$ cat src/rtl/code_converter_stream.sv
// -----------------------------------------------------------------------------
// code_converter_stream
//
// Streaming code converter. Each accepted WIDTH-bit word is converted into one
// of four codes and stored in a DEPTH-entry FIFO together with an even-parity
// bit. The mode is captured with the word. Both sides use valid/ready
// handshakes.
//
// Parameters
//   WIDTH      data word width in bits (>= 2)
//   DEPTH      output FIFO entries (power of 2, >= 2)
//
// Ports
//   clk        system clock, rising edge
//   reset_n    asynchronous active-low reset
//   flush      synchronous FIFO clear; wins over push and pop
//   mode       00 bin->Gray, 01 Gray->bin, 10 excess-3, 11 bit-reverse
//   in_data    input word
//   in_valid   in_data/mode valid
//   in_ready   converter can accept a word (FIFO not full, out of reset)
//   out_data   converted word at FIFO head (0 when empty)
//   out_parity XOR of all out_data bits (0 when empty)
//   out_valid  FIFO head valid
//   out_ready  downstream accepts head
//   level      FIFO occupancy
// -----------------------------------------------------------------------------
module code_converter_stream #(
  parameter int WIDTH = 4,
  parameter int DEPTH = 4
) (
  input  logic                       clk,
  input  logic                       reset_n,
  input  logic                       flush,
  input  logic [1:0]                 mode,
  input  logic [WIDTH-1:0]           in_data,
  input  logic                       in_valid,
  output logic                       in_ready,
  output logic [WIDTH-1:0]           out_data,
  output logic                       out_parity,
  output logic                       out_valid,
  input  logic                       out_ready,
  output logic [$clog2(DEPTH+1)-1:0] level
);

  localparam int PW = (DEPTH > 1) ? $clog2(DEPTH) : 1;
  localparam int LW = $clog2(DEPTH + 1);

  // Each entry holds {parity, word}
  logic [WIDTH:0]    mem_q [DEPTH];

  logic [PW-1:0]     wr_ptr_q, wr_ptr_d;
  logic [PW-1:0]     rd_ptr_q, rd_ptr_d;
  logic [LW-1:0]     level_q, level_d;
  logic              started_q, started_d;

  logic [WIDTH-1:0]  conv_data;
  logic              conv_parity;
  logic              gray_acc;
  logic              push;
  logic              pop;
  logic [WIDTH:0]    head;

  // Conversion of the incoming word according to the mode sampled with it.
  // Gray->binary uses a running XOR from the MSB downwards.
  always_comb begin
    conv_data = '0;
    gray_acc  = 1'b0;
    case (mode)
      2'b00: conv_data = in_data ^ (in_data >> 1);
      2'b01: begin
        gray_acc           = in_data[WIDTH-1];
        conv_data[WIDTH-1] = gray_acc;
        for (int i = WIDTH - 2; i >= 0; i--) begin
          gray_acc     = gray_acc ^ in_data[i];
          conv_data[i] = gray_acc;
        end
      end
      2'b10: conv_data = in_data + WIDTH'(3);
      default: begin
        for (int i = 0; i < WIDTH; i++) begin
          conv_data[i] = in_data[WIDTH-1-i];
        end
      end
    endcase
    conv_parity = ^conv_data;
  end

  // Handshake qualifiers. in_ready is held low until the first edge after
  // reset release via started_q; a pop at full only frees space next cycle.
  always_comb begin
    in_ready  = started_q && (level_q < LW'(DEPTH));
    out_valid = (level_q != '0);
    push      = in_valid && in_ready;
    pop       = out_valid && out_ready;
  end

  // Next-state for pointers and level. Pointers wrap naturally because
  // DEPTH is a power of two. Flush discards any push/pop at that edge.
  always_comb begin
    started_d = 1'b1;
    wr_ptr_d  = wr_ptr_q;
    rd_ptr_d  = rd_ptr_q;
    level_d   = level_q;
    if (flush) begin
      wr_ptr_d = '0;
      rd_ptr_d = '0;
      level_d  = '0;
    end else begin
      if (push) wr_ptr_d = wr_ptr_q + PW'(1);
      if (pop)  rd_ptr_d = rd_ptr_q + PW'(1);
      case ({push, pop})
        2'b10:   level_d = level_q + LW'(1);
        2'b01:   level_d = level_q - LW'(1);
        default: level_d = level_q;
      endcase
    end
  end

  always_ff @(posedge clk or negedge reset_n) begin
    if (!reset_n) begin
      started_q <= 1'b0;
      wr_ptr_q  <= '0;
      rd_ptr_q  <= '0;
      level_q   <= '0;
    end else begin
      started_q <= started_d;
      wr_ptr_q  <= wr_ptr_d;
      rd_ptr_q  <= rd_ptr_d;
      level_q   <= level_d;
    end
  end

  // Storage needs no reset: entries are only visible while level is nonzero.
  always_ff @(posedge clk) begin
    if (push && !flush) begin
      mem_q[wr_ptr_q] <= {conv_parity, conv_data};
    end
  end

  // Outputs are forced to zero when the FIFO is empty so that reset and
  // flush never expose stale storage contents.
  always_comb begin
    head       = mem_q[rd_ptr_q];
    out_data   = out_valid ? head[WIDTH-1:0] : '0;
    out_parity = out_valid ? head[WIDTH] : 1'b0;
    level      = level_q;
  end

endmodule

$ cat config.mk
export PLATFORM = sky130hd
export DESIGN_NAME = code_converter_stream
export DESIGN_NICKNAME = d
export VERILOG_FILES = /design/src/rtl/code_converter_stream.sv
export SDC_FILE = /design/constraint.sdc
export NUM_CORES = 1
export LEC_CHECK = 0
export CAP_MARGIN = 20
export CORE_MARGIN = 8
export CORE_UTILIZATION = 40
export CTS_CLUSTER_SIZE = 25
export DETAILED_ROUTE_END_ITERATION = 16
export GPL_TIMING_DRIVEN = 0
export PLACE_DENSITY_LB_ADDON = 0.12
export SYNTH_ARGS = -nofsm -noshare
export SYNTH_HDL_FRONTEND = slang
export SYNTH_SLANG_ARGS = --single-unit
$ cat constraint.sdc
create_clock -name clk -period 2.1 [get_ports clk]
set_input_delay 0.21 -clock clk [delete_from_list [all_inputs] [get_ports clk]]
set_output_delay 0.21 -clock clk [all_outputs]
set_load 0.005 [all_outputs]
## Word-level counts from Yosys, hierarchy flattened

Memories as Yosys holds them, arrays and structs flattened.
Cells that the tools add are included.

| storage, ports and cells | value |
|---|---|
| register bits after elaboration | 8 |
| bits in writable memories | 20 |
| input port bits | 11 |
| output and inout port bits | 10 |
| word-level logic and storage cells | 41 |
| memories | 1 |

Memories:

| name | depth | width | rd ports | clocked after memory_dff | wr ports | RTL line | text |
|---|---|---|---|---|---|---|---|
| mem_q | 4 | 5 | 1 | 0 | 1 | 49 | `logic [WIDTH:0] mem_q [DEPTH];` |

| operators by class | value |
|---|---|
| add/subtract/negate cells | 5 |
| order comparisons | 1 |
| eq/ne operators | 4 |
| mux-type cells | 11 |
| bitwise operators | 4 |
| reductions and logical operators | 11 |

Operators with widths:

| operator | count |
|---|---|
| $pmux 4 s3 | 1 |
| $mux 2 | 4 |
| $pmux 3 s2 | 1 |
| $reduce_bool 3->1 | 2 |
| $add 2x1->2 const B | 2 |
| $add 4x2->4 const B | 1 |
| $eq 2x1->1 const B | 2 |
| $eq 2x2->1 const B | 2 |
| $logic_and 1x1->1 | 4 |
| $mux 4 | 1 |
| $reduce_bool 2->1 | 2 |
| $reduce_xor 4->1 | 1 |
| $xor 4x3->4 | 1 |
| $add 3x1->3 const B | 1 |
| $lt 3x3->1 const B | 1 |
| $mux 1 | 3 |
| $mux 3 | 1 |
| $sub 3x1->3 const B | 1 |
| $xor 1x1->1 | 3 |
| $logic_not 2->1 | 1 |
| $logic_not 1->1 | 1 |

## Depth between registers and ports, before layout

| logic depth | value |
|---|---|
| depth in word-level cells | 6 |
| mapped depth | 9 |
| mapped depth without buffers | 8 |

## Least setup slack after synthesis

OpenSTA, ideal clock, no wires.

| timing | value |
|---|---|
| kind | flip-flop to flip-flop |
| from | register level_q[2] (netlist: level[2]) |
| to | register level_q[2] (netlist: level[2]) |
| library setup time | 0.128 ns |
| data arrival time | 2.002 ns |
| data required time | 1.972 ns |
| slack | -0.031 ns |
| cell stages (with the launch flop) | 10 |
| buffers on the path | 1 |
| clock period less this slack | 2.131 ns |
| cell sequence | dfrtp_1 > or3_1 > clkbuf_1 > nand2_1 > a21oi_1 > fa_1 > nand2b_1 > o2bb2ai_1 > xnor2_1 > nor2_1 |

| between the ends | value |
|---|---|
| elaborated cells between the ends (all ways) | 12 |
| those cells by class | add/sub (2); order compare (1); eq/ne (2); mux (2); reduce/logical (5) |

RTL lines:

| item | RTL line | text |
|---|---|---|
| from (decl) | 53 | `logic [LW-1:0] level_q, level_d;` |
| from (signal assigned) | 129 | `level_q <= level_d;` |
| $reduce_bool 3->1 (*) | 92 | `out_valid = (level_q != '0);` |
| via out_valid | 40 | `output logic out_valid,` |
| $logic_and 1x1->1 (*) | 94 | `pop = out_valid && out_ready;` |
| $eq 2x1->1 or $eq 2x2->1 (tied branches) | 111 | `case ({push, pop})` |
| $pmux 3 s2 | 111 |  |
| $mux 3 | 104 | `if (flush) begin` |

The timed path passes the listed nets; every way through them passes the cells marked *.
A chain may end at the register's enable or synchronous reset.

## Final worst setup path

| timing | value |
|---|---|
| from | register level_q[0] (netlist: level[0]) |
| to | output out_data[1] |

| between the ends | value |
|---|---|
| longest elaborated chain between the ends | 2 |

RTL lines:

| item | RTL line | text |
|---|---|---|
| $reduce_bool 3->1 | 92 |  |
| $mux 4 | 144 | `out_data = out_valid ? head[WIDTH-1:0] : '0;` |
| to (decl) | 38 | `output logic [WIDTH-1:0] out_data,` |

No other way between the ends.

==> impl_metrics.toml <==
[clock_network]
h-tree-depth = 1
clock-root-buffer = "clkbuf_8"
cts_sinks = 28
cts_max_path_buffers = 2
clk_pin_slew_ns = 0.09
clk_latency_ns = 0.27
numCtsBuffers = 3
cts_tree = "done"

[logic_synthesis]
synth-adder-area-share = 0.0729
yosys-top-cells-area = "edfxtp_1, dfrtp_1, mux4_2, ha_1, xnor2_1"
ys.flop_type = "edfxtp_1"
synth_top_area_share = 0.407
ys_types = 29
synth_edf_count = 20
syn_nets = 129
synth_largest_area_cell = "edfxtp_1"
netlist_instances = 110
ys_seq_area_frac = 0.542
yosys.area_share.simple = 0.100
synth_top_family_by_area = "multiplexers"
synthXorXnorAreaFrac = 0.0915
syn_area_mm2 = 0.00148
synth_mux_area_frac = 0.119
async_flop_share = 0.286
syn_avg_cell_area_um2 = 13.4
ys_ff_latch = 28
synth_compound_area_frac = 0.0441
yosys_warnings = 0

[drt]
vias = 874
drc = 0
drtIter0Drc = 71
wl_per_cell_um = 14.6
via_per_inst = 4.78
drtAntennaViolNets = 0
wl_mm = 2.68
drt_first_pass_iters = 4

[grt]
grtUsageTotal = 0.0971
grt_pass1_wl_mm = 4.55
grt_overflow_total = 0
antenna_found_initial = 0
grt_max_degree = 16
grt_pass1_vias = 946

[place]
dp.final_hpwl_mm = 1.95
dp.cells = 175
routabilityCongestion = 0.750
dpl-instance-area_mm2 = 0.00171
numPortBuffers = 17
pre_cts_ws_ns = -0.461

[power]
clkPwrFrac = 0.163
p_total_w = 0.00180
cellLeakagePower_nw = 0.716
pwr-share-seq = 0.396
switchingPower_w = 0.000528
p_int_w = 0.00127
switching_share = 0.293
p_per_area_mw_per_mm2 = 987
combPwrFrac = 0.440
ir_drop_uv = 292

[layout]
final_nets = 155
final_cells = 183
layout-drive-gt1-share = 0.207
syn2layout_area_growth_pct = 23.6
fillers = 324
fin_area_mm2 = 0.00183
antenna_cells = 0

[critical_path]
crit_path_start_kind = "register"
cp.required_ns = 1.89
critPathMaxFanout = 6
cp.arrival_ns = 1.83
cp-end-kind = "primary output"
crit_type = "reg2out"

[sta]
finalHoldViolCount = 0
skew_ns = 0.00348
slew_viol_final = 0
fin_ws_ns = 0.0552
max_freq_ghz = 0.489
finalSetupViolations = 0
fin_setup_tns_ns = 0
period_needed_ns = 2.04
final.period_utilization = 0.974

[floorplan]
start_util = 0.409
die_x_um = 76.8
ios = 21
row_count = 22
core_mm2 = 0.00361
die_area_mm2 = 0.00589
chipHeight_um = 76.8

[flow_run]
drv_cap = 0

[worst_hold_path]
hold_class = "in2async"

[status]
status = "completed"
[area by class of cell]
class / count / area (um2) / area share
inverter: 5 / 18.8 / 0.0103
multi-input combinational: 71 / 664 / 0.364
buffer: 3 / 11.3 / 0.00617
tap: 48 / 60.1 / 0.0329
timing repair buffer: 24 / 223 / 0.122
clock buffer: 4 / 45.0 / 0.0247
sequential: 28 / 803 / 0.440
[cell usage in the layout (no fill, tap or decap), drive strengths merged]
| cell | n |
|---|---|
| a21oi | 5 |
| a32oi | 1 |
| and2 | 9 |
| buf | 8 |
| clkbuf | 8 |
| clkdlybuf4s50 | 10 |
| conb | 1 |
| dfrtp | 8 |
| dlygate4sd2 | 4 |
| dlymetal6s2s | 1 |
| edfxtp | 20 |
| fa | 1 |
| ha | 7 |
| inv | 5 |
| mux2i | 4 |
| mux4 | 6 |
| nand2 | 3 |
| nand2b | 1 |
| nand3 | 1 |
| nand3b | 1 |
| nor2 | 11 |
| nor2b | 1 |
| nor3b | 1 |
| o21a | 1 |
| o21ai | 1 |
| o2bb2ai | 1 |
| o32a | 1 |
| or3 | 1 |
| xnor2 | 8 |
| xnor3 | 1 |
| xor2 | 4 |
[state kept, by name, summed over array words and instances, names as in the netlist]
register,count
mem_q,20
level,3
rd_ptr_q,2
wr_ptr_q,2
started_q,1
[power by group through the flow]
stage / logic, W / clock network (W) / registers, W
after floorplan: 0.000381 / 0 / 0.000704
after global placement: 0.000657 / 0 / 0.000706
after detailed placement: 0.000669 / 0 / 0.000710
after CTS: 0.000749 / 0.000304 / 0.000716
after global routing: 0.000877 / 0.000318 / 0.000723
final: 0.000794 / 0.000294 / 0.000714
[logic make-up (layout without fill, tap and decap cells)]
group | Yosys count | count (layout)
multiplexers | 10 | 10
XOR/XNOR | 13 | 13
buffers and inverters | 11 | 36
other | 1 | 1
adder cells (fa/ha/maj) | 8 | 8
AO/OA/AOI/OAI | 10 | 10
AND/OR/NAND/NOR | 29 | 29
flip-flops | 28 | 28
[what timing repair did]
item | 4_1_cts | 5_1_grt
hold buffers | 0 | 0
resized for setup | 12 | 8
endpoints found under the setup margin | 10 | 7
pin swaps | 3 | 1
cloned | 0 | 0
buffers inserted | 4 | 3
[per-stage QoR]
stage	util	hold slack, ns
detailed placement	0.474	0.525
global placement	0.474	0.518
global route	0.506	0.251
finish	0.506	0.216
CTS	0.499	0.225
floorplan	-	-0.0856
[worst paths after layout]
path	from	depth (start not counted)	slack [ns]	end
worst max-delay path	level[0]$_DFFE_PN0P_	4	0.06	out_data[1]
worst min-delay path	reset_n	1	0.22	level[0]$_DFFE_PN0P_
worst max register to register	level[0]$_DFFE_PN0P_	8	0.08	level[2]$_DFFE_PN0P_
worst min register to register	wr_ptr_q[1]$_DFFE_PN0P_	2	0.60	wr_ptr_q[1]$_DFFE_PN0P_
max in group asynchronous	reset_n	1	1.59	rd_ptr_q[0]$_DFFE_PN0P_
min in group clk	flush	2	0.29	level[1]$_DFFE_PN0P_
[synthesized netlist by cell type (all sizes together) (3+ instances only)]
cell type and n:
xor2 4, mux2i 4, xnor2 8, dfrtp 8
inv 5, mux4 6, and2 9, clkbuf 5
ha 7, a21oi 5, nand2 3, edfxtp 20
nor2 11
[worst max-delay path: stages, from the launching register on]
cell and delay (ns):
dfrtp_2 0.44, or3_4 0.42, buf_12 0.15, and2_1 0.12, clkdlybuf4s50_1 0.44
[layer usage]
metal | up-vias | share of wire | global-route usage
met5 | - | 0 | 0
met2 | 13 | 0.50 | 0.155
met3 | 4 | 0.025 | 0.0175
met4 | 0 | 0.026 | 0.0692
li1 | 434 | - | -
met1 | 423 | 0.45 | 0.115
Power figures use the tool's default switching activity.
